File: config.mk
export PLATFORM = sky130hd
export DESIGN_NAME = rx_msg_controller
export DESIGN_NICKNAME = d
export VERILOG_FILES = /design/src/rtl/rx_msg_pkg.sv /design/src/rtl/rx_byte_unloader.sv /design/src/rtl/rx_msg_controller.sv
export SDC_FILE = /design/constraint.sdc
export NUM_CORES = 1
export LEC_CHECK = 0
export CORE_MARGIN = 4
export CORE_UTILIZATION = 46
export DETAILED_ROUTE_END_ITERATION = 16
export PLACE_DENSITY = 0.69
export SETUP_SLACK_MARGIN = 0.3
export SKIP_CTS_REPAIR_TIMING = 1
export SYNTH_ARGS = -nofsm -noshare
export SYNTH_HDL_FRONTEND = slang
export SYNTH_SLANG_ARGS = --single-unit
File: constraint.sdc
create_clock -name ct_rxclk -period 2.7 [get_ports ct_rxclk]
set_clock_uncertainty 0.15 [all_clocks]
set_input_delay 0.54 -clock ct_rxclk [delete_from_list [all_inputs] [get_ports ct_rxclk]]
set_output_delay 0.54 -clock ct_rxclk [all_outputs]
set_load 0.005 [all_outputs]
File: src/rtl/rx_msg_pkg.sv
// rx_msg_pkg: shared encodings for the UART message receiver.
// Frame FSM states, unloader states, default start-of-frame byte.
package rx_msg_pkg;

  typedef enum logic [2:0] {
    HUNT,
    BCNT,
    BODY,
    CKSUM,
    HOLD
  } frm_st_t;

  typedef enum logic [1:0] {
    U_IDLE,
    U_WAIT,
    U_CAP
  } uld_st_t;

  localparam logic [7:0] SOF_DEFAULT = 8'h7E;

endpackage

File: src/rtl/rx_byte_unloader.sv
// rx_byte_unloader: 3-cycle uart unload handshake, one byte per pass.
// Ports: ct_rxclk, reset (async low), rx_empty/rx_data in,
// hold in (no strobes while set), uld_rx_data, byte_q, byte_v out.
module rx_byte_unloader
  import rx_msg_pkg::*;
(
  input  logic       ct_rxclk,
  input  logic       reset,
  input  logic       rx_empty,
  input  logic [7:0] rx_data,
  input  logic       hold,
  output logic       uld_rx_data,
  output logic [7:0] byte_q,
  output logic       byte_v
);

  uld_st_t st_q, st_d;

  // rx_data is valid from the cycle after the strobe, so the
  // register is loaded leaving U_WAIT and is stable during U_CAP.
  always_ff @(posedge ct_rxclk or negedge reset) begin
    if (!reset) begin
      st_q   <= U_IDLE;
      byte_q <= 8'h00;
    end else begin
      st_q <= st_d;
      if (st_q == U_WAIT) byte_q <= rx_data;
    end
  end

  // reset gates the strobe so it is 0 while reset is held.
  always_comb begin
    st_d        = st_q;
    uld_rx_data = 1'b0;
    byte_v      = 1'b0;
    unique case (st_q)
      U_IDLE: begin
        if (!rx_empty && !hold && reset) begin
          uld_rx_data = 1'b1;
          st_d        = U_WAIT;
        end
      end
      U_WAIT: st_d = U_CAP;
      U_CAP: begin
        byte_v = 1'b1;
        st_d   = U_IDLE;
      end
      default: st_d = U_IDLE;
    endcase
  end

endmodule

File: src/rtl/rx_msg_controller.sv
// rx_msg_controller: frames uart bytes as [SOF][COUNT][BODY]([CKSUM])
// and holds one message for a consumer with valid/ack.
// Ports: ct_rxclk, reset (async low); uart rx_empty/rx_data/uld_rx_data;
// msg_valid/msg_ack/msg_len/msg_rd_idx/msg_rd_data;
// err_timeout/err_len/err_cksum pulses.
// Option: RX_CKSUM_EN adds a trailing checksum byte.
module rx_msg_controller
  import rx_msg_pkg::*;
#(
  parameter logic [7:0] SOF_BYTE    = SOF_DEFAULT,
  parameter int         MAX_BYTES   = 10,
  parameter int         LEN_W       = 4,
  parameter int         TIMEOUT_CYC = 100
) (
  input  logic             ct_rxclk,
  input  logic             reset,
  input  logic             rx_empty,
  input  logic [7:0]       rx_data,
  output logic             uld_rx_data,
  output logic             msg_valid,
  input  logic             msg_ack,
  output logic [LEN_W-1:0] msg_len,
  input  logic [LEN_W-1:0] msg_rd_idx,
  output logic [7:0]       msg_rd_data,
  output logic             err_timeout,
  output logic             err_len,
  output logic             err_cksum
);

  localparam int TW = $clog2(TIMEOUT_CYC + 1);
  localparam logic [TW-1:0] T_LAST = TW'(TIMEOUT_CYC - 1);
  localparam logic [7:0] MAX8 = 8'(MAX_BYTES);

  frm_st_t st_q, st_d;

  logic [7:0]       byte_q;
  logic             byte_v;
  logic [LEN_W-1:0] cnt;
  logic [LEN_W-1:0] idx;
  logic [TW-1:0]    timer;
  logic [7:0]       mem [MAX_BYTES];

  logic clr, ld_cnt, wr;
  logic to_d, len_d;
  logic in_frame, tmo_hit, len_bad, last;

  rx_byte_unloader u_uld (
    .ct_rxclk    (ct_rxclk),
    .reset       (reset),
    .rx_empty    (rx_empty),
    .rx_data     (rx_data),
    .hold        (st_q == HOLD),
    .uld_rx_data (uld_rx_data),
    .byte_q      (byte_q),
    .byte_v      (byte_v)
  );

  assign in_frame = (st_q == BCNT) ||
                    (st_q == BODY) ||
                    (st_q == CKSUM);
  // A byte arriving on the expiry cycle wins over the timeout.
  assign tmo_hit  = in_frame && !byte_v &&
                    (timer == T_LAST);
  assign len_bad  = (byte_q == 8'd0) || (byte_q > MAX8);
  assign last     = (idx == cnt - LEN_W'(1));

`ifdef RX_CKSUM_EN
  logic [7:0] sum;
  logic       ck_d;
`endif

  always_comb begin
    st_d   = st_q;
    clr    = 1'b0;
    ld_cnt = 1'b0;
    wr     = 1'b0;
    to_d   = 1'b0;
    len_d  = 1'b0;
`ifdef RX_CKSUM_EN
    ck_d   = 1'b0;
`endif
    if (tmo_hit) begin
      st_d = HUNT;
      to_d = 1'b1;
    end else begin
      unique case (st_q)
        HUNT: begin
          if (byte_v && byte_q == SOF_BYTE) begin
            st_d = BCNT;
            clr  = 1'b1;
          end
        end
        BCNT: begin
          if (byte_v) begin
            if (len_bad) begin
              st_d  = HUNT;
              len_d = 1'b1;
            end else begin
              st_d   = BODY;
              ld_cnt = 1'b1;
            end
          end
        end
        BODY: begin
          if (byte_v) begin
            wr = 1'b1;
`ifdef RX_CKSUM_EN
            if (last) st_d = CKSUM;
`else
            if (last) st_d = HOLD;
`endif
          end
        end
`ifdef RX_CKSUM_EN
        CKSUM: begin
          if (byte_v) begin
            if (byte_q == sum) begin
              st_d = HOLD;
            end else begin
              st_d = HUNT;
              ck_d = 1'b1;
            end
          end
        end
`endif
        HOLD: begin
          if (msg_ack) st_d = HUNT;
        end
        default: st_d = HUNT;
      endcase
    end
  end

  always_ff @(posedge ct_rxclk or negedge reset) begin
    if (!reset) begin
      st_q        <= HUNT;
      cnt         <= '0;
      idx         <= '0;
      timer       <= '0;
      err_timeout <= 1'b0;
      err_len     <= 1'b0;
      for (int i = 0; i < MAX_BYTES; i++)
        mem[i] <= 8'h00;
    end else begin
      st_q        <= st_d;
      err_timeout <= to_d;
      err_len     <= len_d;
      if (clr) begin
        cnt <= '0;
        idx <= '0;
      end
      if (ld_cnt) cnt <= byte_q[LEN_W-1:0];
      if (wr) begin
        mem[idx] <= byte_q;
        idx      <= idx + 1'b1;
      end
      if (byte_v || !in_frame || tmo_hit)
        timer <= '0;
      else
        timer <= timer + 1'b1;
    end
  end

`ifdef RX_CKSUM_EN
  always_ff @(posedge ct_rxclk or negedge reset) begin
    if (!reset) begin
      sum       <= 8'h00;
      err_cksum <= 1'b0;
    end else begin
      err_cksum <= ck_d;
      if (clr)
        sum <= 8'h00;
      else if (wr)
        sum <= sum + byte_q;
    end
  end
`else
  assign err_cksum = 1'b0;
`endif

  assign msg_valid   = (st_q == HOLD);
  assign msg_len     = msg_valid ? cnt : '0;
  assign msg_rd_data = (msg_rd_idx < msg_len) ?
                       mem[msg_rd_idx] : 8'h00;

endmodule
[Word-level counts from Yosys, hierarchy flattened]
Cells that the tools add are included.
Storage, ports and cells
  register bits: 110
  input port bits: 16
  output and inout port bits: 17
  word-level logic and storage cells: 104
Operators by class
  add/sub/neg operators: 3
  order comparisons: 5
  eq/ne operators: 15
  muxes and demuxes: 40
  bitwise logic cells: 2
  reduce and logical (&&, ||, !) cells: 21
Operators by type and width (count)
  bitwise mux 80 bit: 1
  binary-select mux 8 bit (select 4 bit): 1
  demux 8 bit (select 4 bit): 1
  2-to-1 mux 8 bit: 4
  2-to-1 mux 1 bit: 18
  2-to-1 mux 3 bit: 6
  2-to-1 mux 4 bit: 4
  inequality test 3 bit (second input constant): 4
  one-hot mux 3 bit (4 select lines): 1
  greater-or-equal comparator 5 bit (second input constant): 2
  NOT 4 -> 5 bit: 2
  equality test 8 x 7 -> 1 bit (second input constant): 1
  > comparator 8 x 4 -> 1 bit (second input constant): 1
  zero test 8 bit: 1
  adder 7 x 1 -> 7 bit (second input constant): 1
  equality test 7 bit (second input constant): 1
  2-to-1 mux 7 bit: 1
  equality test 3 x 2 -> 1 bit (second input constant): 2
  logical AND 1 bit: 6
  logical OR 1 bit: 5
  less-than comparator 5 x 1 -> 1 bit (second input constant): 1
  AND reduction 5 bit: 1
  adder 4 x 1 -> 4 bit (second input constant): 1
  equality test 4 bit: 1
  other kinds (14): 19

[Logic depth before layout (Yosys ltp)]
  word-level depth: 8
  mapped depth: 9

[Modules after synthesis]
A second synthesis with hierarchy kept.
Second synthesis, totals
  cells, all modules: 414
  area total of the unflattened synthesis: 5439.0 um2
By module, submodules not included
  rx_msg_controller: instances 1, cells an instance 389, area an instance 5012.3 um2
  rx_byte_unloader: instances 1, cells an instance 25, area an instance 426.7 um2

[Worst setup path after synthesis]
Ideal clock, no wire load.
  path type: in2out
  start: input port msg_rd_idx[0]
  end: output port msg_rd_data[3]
  arrival: 1876 ps
  required time: 2010 ps
  path slack: 134 ps
  stages: 6
  path through: buf_2 buf_2 mux4_2 mux2i_1 o22a_1 nor3_1
Between the ends
  word-level cells in the longest chain between the ends: 5
Ends and longest elaborated chain
  start: declaration: line rx_msg_controller.sv:23  | input logic [LEN_W-1:0] msg_rd_idx,
  NOT 4 -> 5 bit (not written as such): line rx_msg_controller.sv:184  | mem[msg_rd_idx] : 8'h00;
  binary-select mux 8 bit (select 4 bit): line rx_msg_controller.sv:184
  2-to-1 mux 8 bit (not written as such) (2 in a row): line rx_msg_controller.sv:184
  2-to-1 mux 8 bit (*): line rx_msg_controller.sv:183  | assign msg_rd_data = (msg_rd_idx < msg_len) ?
  end: declaration: line rx_msg_controller.sv:24  | output logic [7:0] msg_rd_data,
Every way passes the cells marked *; elsewhere a longest branch is shown, timed or not. The select of a mux whose other input is x is not followed.

[Worst setup path in the final report]
  start: register st_q[0]
  end: output port msg_rd_data[6]
Between the ends
  word-level cells in the longest chain between the ends: 4
Ends and longest elaborated chain
  start: declaration: line rx_msg_controller.sv:34  | frm_st_t st_q, st_d;
  start signal: assignment: line rx_msg_controller.sv:145  | st_q <= st_d;
  equality test 3 bit: line rx_msg_controller.sv:181  | assign msg_valid = (st_q == HOLD);
  2-to-1 mux 4 bit: line rx_msg_controller.sv:182  | assign msg_len = msg_valid ? cnt : '0;
  less-than comparator 4 bit: line rx_msg_controller.sv:183
  2-to-1 mux 8 bit: line rx_msg_controller.sv:183
No other way between the ends.

==> summary.txt <==
Worst setup path
  – Critical path endpoint category: output pin
  – Critical path type: reg -> out
  – WP data required: 2.01 ns
  – Crit path launch type: register
  – Critical-path maximum fanout: 5
  – WP data arrival: 2.22 ns

Place
  – Place WS: -0.524 ns
  – Post-detail-place hpwl: 7750 µm
  – GPL Wtd Cong: 0.766
  – Port buffer count: 31

Timing
  – Fin Setup TNS: -1.06 ns
  – Worst-Margin Slew: 0.850 ns
  – RSZ-0062 raised after global routing: true
  – Finish-stage setup viols: 8
  – Fin crit period: 2.91 ns
  – Fmax: 344 MHz
  – Final WS setup: -0.207 ns
  – Tcrit/Tclk final: 108%
  – Max Slew Vio Count: 0
  – Final hold violations: 0
  – Rel. slew slack: 43.4%

Cells and area
  – Layout cells sized above 1: 42.6%
  – Final nets: 478
  – Antenna cells: 0
  – Area delta synth->final: 20.8%

Clock tree
  – CTS tree: done
  – CTS buffer count: 9
  – Sink Count: 110
  – Worst-skew pair later-pin latency: 0.35 ns
  – Clock Tree Root: clkbuf_16
  – Reg clk slew, reported paths: 0.07 ns
  – H-tree Lvls: 3
  – Clock Tree Buf Depth: 2

Route
  – Antenna viol nets, final: 0
  – Vias: 3,285
  – Final WL: 11,000 µm
  – DR vias/cell: 5.49
  – Post-DR wirelength/cell: 18.4 µm
  – DRT iter0 DRCs: 256
  – DRC errors left: 0
  – Pre-Repair DR Iteration Count: 4

Logic synthesis
  – Synthesized cell area: 5300 µm²
  – Yosys Warn Count: 0
  – Synth Net Count: 422
  – Cells after synthesis: 397
  – Seq/Total Area, Yosys: 51.9%
  – Library cells used by synthesis: 42
  – Mean cell area of the mapped netlist: 13.4 µm²
  – Seq cells post-synth: 110
  – Ys async rst share: 100%
  – Number of synthesized flops with an enable pin: 0
  – Ys flop type: dfrtp_1

Global routing
  – First-pass GRT wire length: 18,000 µm
  – Largest net degree at the start of global routing: 69
  – GRT overflow: 0
  – Vias in the first global route: 3,347
  – GR Util All Layers: 17.8%
  – Initial antenna violation count: 0

Pwr
  – Clock share of power: 28.5%
  – Pint: 3.18 mW
  – Seq pwr share: 50.4%
  – Sw Share: 29.4%
  – Combinational Power Share: 21.2%
  – Total power: 4.51 mW
  – Pwr/cell area: 705 nW/µm²
  – Peak VDD IR: 515 µV
  – Leak Pwr: 3.13 nW
  – Sw power: 1.33 mW

Floorplan
  – Io pins: 33
  – Chip Height: 115 µm
  – Die span in x: 115 µm
  – Initial Util: 47.8%
  – DIE AREA: 13,300 µm²
  – Core box area: 11,100 µm²
  – Num rows: 38

Outcome
  – Violated checks: setup timing
  – Status: finished, violations left

Worst hold path
  – Worst hold-check path type: reg -> reg

Job
  – Number of max-cap violations: 0
## cell families after synthesis
family                     count (synthesis)  synth area share [%]
AOI/OAI and AO/OA                         24                  3.33
xor gates and xnor gates                  13                  2.15
adders and majority gates                  9                  2.12
buffers and inverters                     34                  2.60
DFF                                      110                  51.9
muxes                                    120                  28.5
other                                      1                0.0708
and+or+nand+nor                           86                  9.28
## layout by cell type (no fill, tap or decap), types with 8 or more instances in the layout
master,count
buf_2,9
buf_4,30
clkbuf_16,9
clkdlybuf4s50_1,14
dfrtp_1,110
inv_1,12
mux2_1,10
mux2_2,78
mux2i_1,14
mux4_2,16
nand2_1,10
nand2_2,11
nand3_1,11
nor2_1,14
o22a_1,8
## per-stage QoR
| step | instances | hold WS, ns | instance area [µm²] | utilization [%] |
|---|---|---|---|---|
| after floorplan | 397 | 0.0944 | 5370 | - |
| after global placement | 570 | 0.199 | 5940 | 53.6 |
| after detailed placement | 570 | 0.199 | 5940 | 53.6 |
| after CTS | 586 | -0.174 | 6230 | 56.3 |
| after global routing | 598 | 0.364 | 6400 | 57.8 |
| final | 598 | 0.337 | 6400 | 57.8 |
## layout make-up
class	instances	area, µm²
well taps	140	175
clock buffers	10	239
fillers	895	4680
inverters	14	52.6
flip-flops and latches	110	2750
clock inverters	6	52.6
multi-input cells	253	2550
repair buffers	65	578
## worst max-delay path, stage by stage, from the launching register on
cell and delay [ns]:
dfrtp_1 0.39, nor2_2 0.16, nand2_2 0.07, inv_2 0.08, nand2_4 0.06, ha_4 0.21
inv_2 0.05, a41oi_2 0.03, o211a_4 0.29, buf_6 0.12, buf_6 0.11, nor3_4 0.15
buf_2 0.13
## power by group through the flow
stage / sequential (mW) / combinational (mW) / clock [mW]
CTS: 2.28 / 0.943 / 1.32
global placement: 2.29 / 0.912 / 0
detailed placement: 2.31 / 0.940 / 0
floorplan: 2.16 / 0.739 / 0
finish: 2.27 / 0.956 / 1.28
global route: 2.32 / 1.06 / 1.37
## routing by layer
metal,track usage (%),vias up,part of all wire (%)
li1,-,1541,-
met1,24.6,1692,46
met2,28.2,38,49
met3,4.68,14,3.6
met4,4.46,0,1.5
met5,0,-,0
## path summary, 6_finish.rpt
| check | startpoint | slack (ns) | cells past startpoint | to |
|---|---|---|---|---|
| min in group asynchronous | reset | 0.38 | 2 | timer[2]$_DFF_PN0_ |
| max in group asynchronous | reset | 1.01 | 3 | mem[10]$_DFFE_PN0P_ |
| max | st_q[0]$_DFFE_PN0P_ | -0.21 | 12 | msg_rd_data[6] |
| min reg2reg | timer[0]$_DFF_PN0_ | 0.34 | 1 | timer[0]$_DFF_PN0_ |
| min | timer[0]$_DFF_PN0_ | 0.34 | 1 | timer[0]$_DFF_PN0_ |
| max reg2reg | st_q[2]$_DFFE_PN0P_ | 0.42 | 6 | mem[43]$_DFFE_PN0P_ |
## flip-flops by register name, indices dropped and copies added, names as in the netlist
name	flops
timer	7
cnt	4
u_uld.st_q	2
u_uld.byte_q	8
err_len	1
st_q	3
mem	80
idx	4
err_timeout	1
## cell usage after synthesis (7+ instances only)
| cell type | number | area [µm²] |
|---|---|---|
| mux2i_1 | 16 | 160 |
| nor2_1 | 17 | 63.8 |
| nand3_1 | 11 | 55.1 |
| mux4_2 | 16 | 360 |
| clkbuf_1 | 14 | 52.6 |
| xor2_1 | 7 | 61.3 |
| mux2_2 | 78 | 878 |
| dfrtp_1 | 110 | 2750 |
| nand2_2 | 8 | 50.1 |
| nor3_1 | 13 | 65.1 |
| mux2_1 | 10 | 113 |
| ha_1 | 9 | 113 |
| o22a_1 | 8 | 70.1 |
| nand2_1 | 14 | 52.6 |
| inv_1 | 14 | 52.6 |
No activity file was read; power rests on OpenSTA's default activity.
